File: src/rtl/toggle_hs_pkg.sv
// rtl/toggle_hs_pkg.sv - shared types and defaults for the toggle handshake receiver
package toggle_hs_pkg;

    typedef enum logic {
        TH_IDLE = 1'b0,
        TH_HOLD = 1'b1
    } th_state_e;

    localparam int TH_DATA_W      = 8;
    localparam int TH_SYNC_STAGES = 2;
    localparam int TH_CNT_W       = 16;

endpackage

File: src/rtl/toggle_hs_rx_if.sv
// rtl/toggle_hs_rx_if.sv - sender link and consumer stream signals; evt_cnt present with TOGGLE_HS_RX_CNT_EN
interface toggle_hs_rx_if
    import toggle_hs_pkg::*;
#(
    parameter int DATA_W = TH_DATA_W
);
    logic              req_tgl;
    logic [DATA_W-1:0] data_in;
    logic              ack_tgl;
    logic [DATA_W-1:0] dout;
    logic              valid;
    logic              ready;
    logic              err;
`ifdef TOGGLE_HS_RX_CNT_EN
    logic [TH_CNT_W-1:0] evt_cnt;
`endif

    modport slave (
        input  req_tgl, data_in, ready,
`ifdef TOGGLE_HS_RX_CNT_EN
        output evt_cnt,
`endif
        output ack_tgl, dout, valid, err
    );

    modport master (
        output req_tgl, data_in, ready,
`ifdef TOGGLE_HS_RX_CNT_EN
        input  evt_cnt,
`endif
        input  ack_tgl, dout, valid, err
    );

endinterface

File: src/rtl/tgl_sync.sv
// rtl/tgl_sync.sv - request toggle synchronizer with last-seen level edge detect
module tgl_sync #(
    parameter int SYNC_STAGES = 2
) (
    input  logic clk,
    input  logic reset,
    input  logic req_tgl,
    input  logic seen_upd,
    output logic req_sync,
    output logic req_edge
);

    logic [SYNC_STAGES-1:0] sync_q, sync_d;
    logic                   seen_q, seen_d;

    always_ff @(posedge clk or negedge reset) begin
        if (!reset) begin
            sync_q <= '0;
            seen_q <= 1'b0;
        end else begin
            sync_q <= sync_d;
            seen_q <= seen_d;
        end
    end

    always_comb begin
        sync_d   = {sync_q[SYNC_STAGES-2:0], req_tgl};
        req_sync = sync_q[SYNC_STAGES-1];
        // Any level change is a new request; polarity carries no meaning
        req_edge = req_sync != seen_q;
        seen_d   = seen_upd ? req_sync : seen_q;
    end

endmodule

File: src/rtl/toggle_hs_rx.sv
// rtl/toggle_hs_rx.sv - toggle handshake receiver to valid/ready; TOGGLE_HS_RX_CNT_EN adds evt_cnt
module toggle_hs_rx
    import toggle_hs_pkg::*;
#(
    parameter int DATA_W      = TH_DATA_W,
    parameter int SYNC_STAGES = TH_SYNC_STAGES
) (
    input  logic           clk,
    input  logic           reset,
    toggle_hs_rx_if.slave  bus
);

    th_state_e         state_q, state_d;
    logic [DATA_W-1:0] dout_q, dout_d;
    logic              valid_q, valid_d;
    logic              ack_q, ack_d;
    logic              err_q, err_d;
    logic              seen_upd;
    logic              req_edge;
    logic              req_sync_unused;
    logic              accept;
`ifdef TOGGLE_HS_RX_CNT_EN
    logic [TH_CNT_W-1:0] cnt_q, cnt_d;
`endif

    tgl_sync #(.SYNC_STAGES(SYNC_STAGES)) u_sync (
        .clk      (clk),
        .reset    (reset),
        .req_tgl  (bus.req_tgl),
        .seen_upd (seen_upd),
        .req_sync (req_sync_unused),
        .req_edge (req_edge)
    );

    always_ff @(posedge clk or negedge reset) begin
        if (!reset) begin
            state_q <= TH_IDLE;
            dout_q  <= '0;
            valid_q <= 1'b0;
            ack_q   <= 1'b0;
            err_q   <= 1'b0;
`ifdef TOGGLE_HS_RX_CNT_EN
            cnt_q   <= '0;
`endif
        end else begin
            state_q <= state_d;
            dout_q  <= dout_d;
            valid_q <= valid_d;
            ack_q   <= ack_d;
            err_q   <= err_d;
`ifdef TOGGLE_HS_RX_CNT_EN
            cnt_q   <= cnt_d;
`endif
        end
    end

    assign accept = valid_q & bus.ready;

    always_comb begin
        state_d = state_q;
        case (state_q)
            TH_IDLE: if (req_edge) state_d = TH_HOLD;
            TH_HOLD: if (accept)   state_d = TH_IDLE;
            default:               state_d = TH_IDLE;
        endcase
    end

    always_comb begin
        dout_d   = dout_q;
        valid_d  = valid_q;
        ack_d    = ack_q;
        err_d    = err_q;
        seen_upd = 1'b0;
`ifdef TOGGLE_HS_RX_CNT_EN
        cnt_d    = cnt_q;
`endif
        case (state_q)
            TH_IDLE: begin
                if (req_edge) begin
                    dout_d   = bus.data_in;
                    valid_d  = 1'b1;
                    seen_upd = 1'b1;
                end
            end
            TH_HOLD: begin
                if (accept) begin
                    valid_d = 1'b0;
                    ack_d   = ~ack_q;
`ifdef TOGGLE_HS_RX_CNT_EN
                    cnt_d   = cnt_q + TH_CNT_W'(1);
`endif
                end
                // Sender toggled again before our ack: flag it, swallow the edge
                if (req_edge) begin
                    err_d    = 1'b1;
                    seen_upd = 1'b1;
                end
            end
            default: ;
        endcase
    end

    assign bus.dout    = dout_q;
    assign bus.valid   = valid_q;
    assign bus.ack_tgl = ack_q;
    assign bus.err     = err_q;
`ifdef TOGGLE_HS_RX_CNT_EN
    assign bus.evt_cnt = cnt_q;
`endif

endmodule

File: src/flat_wrapper.sv
// flat-port wrapper written by rule: the top's interface ports become plain ports
module toggle_hs_rx_flat import toggle_hs_pkg::*;
#(
    parameter int DATA_W      = TH_DATA_W,
    parameter int SYNC_STAGES = TH_SYNC_STAGES
)
  (clk, reset, bus_req_tgl, bus_data_in, bus_ready, bus_ack_tgl, bus_dout, bus_valid, bus_err);
  toggle_hs_rx_if #(.DATA_W(DATA_W)) bus_i ();
  input  logic clk;
  input  logic reset;
  input wire logic [$bits(bus_i.req_tgl)-1:0] bus_req_tgl;
  input wire logic [$bits(bus_i.data_in)-1:0] bus_data_in;
  input wire logic [$bits(bus_i.ready)-1:0] bus_ready;
  output wire logic [$bits(bus_i.ack_tgl)-1:0] bus_ack_tgl;
  output wire logic [$bits(bus_i.dout)-1:0] bus_dout;
  output wire logic [$bits(bus_i.valid)-1:0] bus_valid;
  output wire logic [$bits(bus_i.err)-1:0] bus_err;
  assign bus_i.req_tgl = bus_req_tgl;
  assign bus_i.data_in = bus_data_in;
  assign bus_i.ready = bus_ready;
  assign bus_ack_tgl = bus_i.ack_tgl;
  assign bus_dout = bus_i.dout;
  assign bus_valid = bus_i.valid;
  assign bus_err = bus_i.err;
  toggle_hs_rx #(.DATA_W(DATA_W), .SYNC_STAGES(SYNC_STAGES)) u_core (.clk(clk), .reset(reset), .bus(bus_i));
endmodule
File: config.mk
export PLATFORM = sky130hd
export DESIGN_NAME = toggle_hs_rx_flat
export DESIGN_NICKNAME = d
export VERILOG_FILES = /design/src/rtl/toggle_hs_pkg.sv /design/src/rtl/toggle_hs_rx_if.sv /design/src/rtl/tgl_sync.sv /design/src/rtl/toggle_hs_rx.sv /design/src/flat_wrapper.sv
export SDC_FILE = /design/constraint.sdc
export NUM_CORES = 1
export LEC_CHECK = 0
export CELL_PAD_IN_SITES_DETAIL_PLACEMENT = 0
export CELL_PAD_IN_SITES_GLOBAL_PLACEMENT = 1
export CORE_MARGIN = 1.5
export CORE_UTILIZATION = 35
export CTS_CLUSTER_SIZE = 8
export DETAILED_ROUTE_END_ITERATION = 8
export HOLD_SLACK_MARGIN = 0.05
export PLACE_DENSITY = 0.86
export SYNTH_ARGS = -nofsm -noshare
export SYNTH_HDL_FRONTEND = slang
export SYNTH_HIERARCHICAL = 1
export SYNTH_SLANG_ARGS = --single-unit
File: constraint.sdc
create_clock -name clk -period 2.1 [get_ports clk]
set_input_delay 0.42 -clock clk [delete_from_list [all_inputs] [get_ports clk]]
set_output_delay 0.42 -clock clk [all_outputs]
set_load 0.005 [all_outputs]
==> reports/metrics.csv, run 1 <==
metric;value;unit
Met2 Routed Length;465;um
dpl cell area;819.5;um^2
crit path capture type;output port;
r2r startpoint;u_core/u_sync/seen_q;
Post-Synthesis Cell Area;583.1;um^2
YS warnings;6;
CP max-delay cell;clkdlybuf4s50_1;
Mapped Avg Cell Area;17.15;um^2
number of antenna diodes;0;
status;completed;
die width;43.82;um
pwr dens;1333;mW/mm^2
Sink Count;15;
post-synthesis cell count;34;
required time of the critical path;1.68;ns
violation count after the first detailed-route iteration;2;
initial antenna violation count;0;
Seq cells post-synth;15;
Layout Cells excl Fill;76;
drt first pass iters;2;
PortBufs;22;
Final Power;1127;uW
H-tree lvl count;1;
post-CTS sizing;0;
R2R Setup Slk;0.53;ns
CP Depth;1;
clk root buf;clkbuf_4;
cts hold-fix bufs;0;
Via density;4.605;
TritonCTS clock tree;yes;
clk_lat worst skew;0.27;ns
Final setup viols;0;
dpl cells;72;
Setup CP Type;reg2out;
row cnt;14;
Met3 Wirelength;39;um
filler instances;136;
final net count;73;
Antenna Violating Nets Remaining;0;
FMAX;625.2;MHz
wire per inst;12.11;um
Min-Delay Startpoint;u_core/u_sync/sync_q[0];
worst-margin pin slew;0.6170;ns
setup bufs post-CTS;0;
Reg clk slew, reported paths;0.08;ns
Worst path top cell family by delay;buffers and inverters;
sequential cell area;375.4;um^2
Leak;0.0003611;uW
Syn-to-layout area delta;45.06;%
Setup Skew;0.002805;ns
Setup WS pre-CTS;0.5221;ns
Hold Crit Depth;0;
DR top layer;met3;
largest family of logic cells by synthesized area;multiplexers;
io pins;23;
RSZ-0062 raised after global routing;no;
r2r worst-path depth;4;
Max FO, Critical Path;4;
mux share of post-synthesis cell area;23.18;%
Hold/Removal Path Class;reg2reg;
Worst setup SP type;flip-flop;
Post-Route WL;920;um
total global routing overflow;0;
footprint of the multi-input gates;192.7;um^2
CTS buffer count;3;
Total GRT Usage;11.73;%
Final period util;76.17;%
setup TNS;0;ns
slowest stage delay, CP;0.51;ns
reg2reg end;u_core/bus.dout[4];
Hold Vio Cnt, Final;0;
MaxCap Viol Count;0;
sequential-to-total area share from yosys stat;64.38;%
first-pass GRT wire length;1656;um
fin crit period;1.599;ns
Syn Nets;46;
Hold Path End;u_core/u_sync/sync_q[1];
cells along the critical path;clkdlybuf4s50_1;
met1 WL;414;um
Pins Over Slew Limit;0;
slew margin rel.;58.74;%
HPWL Detailed;725.8;um
die area;0.001920;mm^2
number of global-route vias before repair;389;
Synth Area in Adders;0;%
Critical Path AT;1.18;ns
Max clock buf depth;2;
Critical path buffers and inverters;1;
area of the core;0.001524;mm^2
Synth Area in Simple Gates;3.004;%
via count;350;
largest net degree at the start of global routing;16;
xor/xnor share of the synthesized area;3.004;%
synth unique cells;12;
DRC violations left;0;
fin area;845.8;um^2
Final GP Congestion;0.6787;
maximum VDD drop;0.6777;mV
Initial Util;38.26;%
post-synthesis compound-gate area fraction;3.863;%
layout cells sized above 1;25.00;%
post-route setup slack;0.5005;ns
die height;43.82;um
==> routing by layer <==
layer,GRT usage (%),vias up
li1,-,168
met1,14.56,172
met2,19.41,10
met3,3.750,0
met4,3.636,0
met5,0,-
==> layout make-up <==
| cell class | instances | area share [%] |
|---|---|---|
| clock buffers | 4 | 3.107 |
| inverters | 1 | 0.4438 |
| multi-input cells | 17 | 22.78 |
| flip-flops and latches | 15 | 44.38 |
| well taps | 16 | 2.367 |
| repair buffers | 23 | 26.92 |
==> power by group <==
group,internal (uW),switching [uW]
sequential,407,76.1
clock,73.5,81.4
combinational,360,129
total,841,287
==> worst max-delay path by stage <==
| stage | startpoint | end | slack, ns |
|---|---|---|---|
| 5_1_grt | u_core/u_sync/seen_q | u_core/bus.dout[7] | 0.44 |
| 4_1_cts | u_core/bus.valid | bus_valid | 0.49 |
| 3_3_place_gp | u_core/u_sync/seen_q | u_core/bus.dout[4] | 0.58 |
| 2_1_floorplan | u_core/u_sync/seen_q | u_core/bus.dout[0] | 0.65 |
| 3_5_place_dp | u_core/u_sync/seen_q | u_core/bus.dout[4] | 0.52 |
| 6_report | u_core/bus.valid | bus_valid | 0.50 |
==> layout by cell type, fill, tap and decap left out, drive strengths merged <==
| master | synthesis | final |
|---|---|---|
| inv | 1 | 1 |
| buf | 1 | 1 |
| nand3 | 1 | 1 |
| a21o | 1 | 1 |
| o21a | 1 | 1 |
| dfrtp | 15 | 15 |
| mux2 | 9 | 9 |
| clkdlybuf4s50 | 0 | 22 |
| nor2 | 1 | 1 |
| clkbuf | 0 | 4 |
| xor2 | 1 | 1 |
| nor2b | 1 | 1 |
| o22ai | 1 | 1 |
| xnor2 | 1 | 1 |
==> flip-flops by register name, indices dropped and copies added (netlist names) <==
signal and flops:
u_core/bus.dout 8, u_core/u_sync/sync_q 2, u_core/u_sync/seen_q 1, u_core/bus.valid 1
u_core/bus.err 1, u_core/bus.ack_tgl 1, u_core/state_q 1
==> cell usage after synthesis <==
master / instances / area [um^2]
dfrtp_1: 15 / 375.4
mux2_4: 9 / 135.1
a21o_2: 1 / 8.760
buf_6: 1 / 11.26
inv_1: 1 / 3.750
nand3_1: 1 / 5.000
nor2_1: 1 / 3.750
nor2b_2: 1 / 8.760
o21a_1: 1 / 7.510
o22ai_1: 1 / 6.260
xnor2_1: 1 / 8.760
xor2_1: 1 / 8.760
==> kinds of logic (layout without fill, tap and decap cells) <==
| family | after synthesis | count (layout) |
|---|---|---|
| buffers and inverters | 2 | 28 |
| XOR/XNOR | 2 | 2 |
| multiplexers | 9 | 9 |
| AND/OR/NAND/NOR | 3 | 3 |
| AO/OA/AOI/OAI | 3 | 3 |
| flip-flops | 15 | 15 |
==> per-stage QoR <==
step	hold slack, ns	utilization [%]
finish	0.3553	55.50
global route	0.3757	55.50
CTS	0.3590	55.50
detailed placement	0.3397	53.78
global placement	0.3363	53.78
floorplan	0.1244	-
No activity file was read; power rests on OpenSTA's default activity.
==> inputs of run 2 (changes only) <==
--- a/config.mk
+++ b/config.mk
@@ -8,11 +8,11 @@
 export CELL_PAD_IN_SITES_DETAIL_PLACEMENT = 0
 export CELL_PAD_IN_SITES_GLOBAL_PLACEMENT = 1
 export CORE_MARGIN = 1.5
-export CORE_UTILIZATION = 35
+export CORE_UTILIZATION = 32
 export CTS_CLUSTER_SIZE = 8
 export DETAILED_ROUTE_END_ITERATION = 8
 export HOLD_SLACK_MARGIN = 0.05
-export PLACE_DENSITY = 0.86
+export PLACE_DENSITY = 0.8
 export SYNTH_ARGS = -nofsm -noshare
 export SYNTH_HDL_FRONTEND = slang
 export SYNTH_HIERARCHICAL = 1
==> constraint.sdc (replaced) <==
create_clock -name clk -period 1.5 [get_ports clk]
set_input_delay 0.3 -clock clk [delete_from_list [all_inputs] [get_ports clk]]
set_output_delay 0.3 -clock clk [all_outputs]
set_load 0.005 [all_outputs]
==> reports/metrics.csv, run 2 (synthesis results as in run 1) <==
metric;value;unit;change
status;completed;;
Final GP Congestion;0.6718;;-1.0%
PortBufs;22;;unchanged
CP max-delay cell;clkdlybuf4s50_1;;
final core occ;51.67;%;-3.8 points
die height;45.69;um;+4.3%
Critical path buffers and inverters;1;;unchanged
Max FO, Critical Path;2;;-2
die width;45.69;um;+4.3%
Sink Count;15;;unchanged
Leak;0.0003789;uW;+4.9%
slew margin rel.;87.79;%;+29 points
Antenna Violating Nets Remaining;0;;unchanged
Final Power;1637;uW;+45%
Layout Cells excl Fill;88;;+16%
clk root buf;clkbuf_4;;
first-pass GRT wire length;1435;um;-13%
Final setup viols;0;;unchanged
RSZ-0062 raised after global routing;no;;
Sequential Power Share;41.4;%;-1.4 points
max reg flops;8;;unchanged
pwr dens;1835;mW/mm^2;+38%
largest net degree at the start of global routing;16;;unchanged
Syn-to-layout area delta;53.00;%;
slowest stage delay, CP;0.51;ns;about the same
Sw Ratio;25.07;%;-0.35 points
Critical Path AT;1.14;ns;-0.04 ns
Worst path top cell family by delay;buffers and inverters;;
Initial Util;33.77;%;-4.5 points
r2r worst-path depth;4;;unchanged
Pins Over Slew Limit;0;;unchanged
Setup CP Type;reg2out;;
required time of the critical path;1.20;ns;-0.48 ns
TritonCTS clock tree;yes;;
dpl cells;83;;+15%
area of the core;0.001727;mm^2;+13%
violation count after the first detailed-route iteration;5;;+3
Reg clk slew, reported paths;0.08;ns;about the same
clock share of power;13.0;%;-0.7 points
crit path capture type;output port;;
Via density;4.170;;-9.4%
layout cells sized above 1;28.57;%;+3.6 points
cells along the critical path;clkdlybuf4s50_1;;
H-tree lvl count;1;;unchanged
fin crit period;1.443;ns;
CP Depth;1;;unchanged
FMAX;692.8;MHz;
Setup Skew;0.006860;ns;+0.004055 ns
number of antenna diodes;0;;unchanged
cell-internal power;1226;uW;+46%
MaxCap Viol Count;0;;unchanged
via count;367;;+4.9%
Max clock buf depth;2;;unchanged
row cnt;15;;+1
filler instances;173;;+27%
Hold/Removal Path Class;in2async;;
final hold slack;0.3299;ns;-0.02544 ns
number of global-route vias before repair;354;;-9.0%
most frequent cells in the layout;22 x clkdlybuf4s50_1, 15 x dfrtp_1, 9 x mux2_4, 3 x clkbuf_4, 3 x buf_4;;
initial antenna violation count;0;;unchanged
DRC violations left;0;;unchanged
Hold Vio Cnt, Final;0;;unchanged
switching pwr;410.3;uW;+43%
worst-margin pin slew;0.1831;ns;-0.4339 ns
final net count;76;;+4.1%
commonest non-fill, non-tap cell in the layout;clkdlybuf4s50_1;;
die area;0.002087;mm^2;+8.7%
setup bufs post-CTS;0;;unchanged
combinational fraction of design power;45.5;%;+2.1 points
Final period util;96.22;%;
drt first pass iters;2;;unchanged
CTS buffer count;3;;unchanged
clk_lat worst skew;0.27;ns;about the same
Total GRT Usage;10.01;%;-1.7 points
Post-Route WL;940;um;+2.2%
Worst setup SP type;flip-flop;;
total global routing overflow;0;;unchanged
wire per inst;10.68;um;-12%
maximum VDD drop;0.7436;mV;+9.7%
cts hold-fix bufs;0;;unchanged
post-CTS sizing;0;;unchanged
io pins;23;;unchanged
setup TNS;0;ns;unchanged
[run 2: changes by cell type in the layout (fill, tap and decap cells not counted)]
cell    change
buf_12      +1
buf_4       +2
[run 2: path summary, 6_finish.rpt]
path	to	slack (ns)	start
max in group asynchronous	u_core/bus.err	1.00	reset
worst min-delay path	u_core/bus.dout[4]	0.33	reset
min in group clk	u_core/u_sync/sync_q[1]	0.36	u_core/u_sync/sync_q[0]
worst max register to register	u_core/bus.dout[7]	0.16	u_core/u_sync/seen_q
worst min register to register	u_core/u_sync/sync_q[1]	0.36	u_core/u_sync/sync_q[0]
worst max-delay path	bus_dout[3]	0.06	u_core/bus.dout[3]
[run 2: final cells by class]
type	instances	area, um^2	share of cell area, %
Tap cell	25	31.28	3.506
Clock buffer	4	26.28	2.945
Inverter	1	3.754	0.4208
Multi-Input combinational cell	17	192.7	21.60
Sequential cell	15	375.4	42.08
Timing Repair Buffer	26	262.8	29.45
[run 2: routing by layer]
metal / global-route usage (%) / wire (um) / vias to the layer above
met5: 0 / 0 / -
met4: 7.059 / 12 / 0
met3: 1.587 / 53 / 2
met2: 15.77 / 443 / 17
met1: 12.34 / 430 / 173
li1: - / - / 175
[run 2: power by group through the flow]
stage / logic (uW) / registers, uW / clock network, uW
after floorplan: 345 / 685 / 0
after global placement: 721 / 690 / 0
after detailed placement: 736 / 694 / 0
after CTS: 739 / 687 / 225
after global routing: 803 / 699 / 240
final: 745 / 678 / 213
[run 2: metrics by stage]
step / cell area [um^2] / setup slack [ns]
floorplan: 583.1 / 0.05497
global placement: 858.3 / 0.1943
detailed placement: 858.3 / 0.1555
CTS: 884.6 / 0.02552
global route: 892.1 / 0.001107
finish: 892.1 / 0.05667
==> inputs of run 3 (changes only) <==
--- a/config.mk
+++ b/config.mk
@@ -13,6 +13,7 @@
 export DETAILED_ROUTE_END_ITERATION = 8
 export HOLD_SLACK_MARGIN = 0.05
 export PLACE_DENSITY = 0.8
+export SLEW_MARGIN = 40
 export SYNTH_ARGS = -nofsm -noshare
 export SYNTH_HDL_FRONTEND = slang
 export SYNTH_HIERARCHICAL = 1
==> results of run 3 <==
Same layout as run 2: the final DEF is identical, and so are final timing and power.
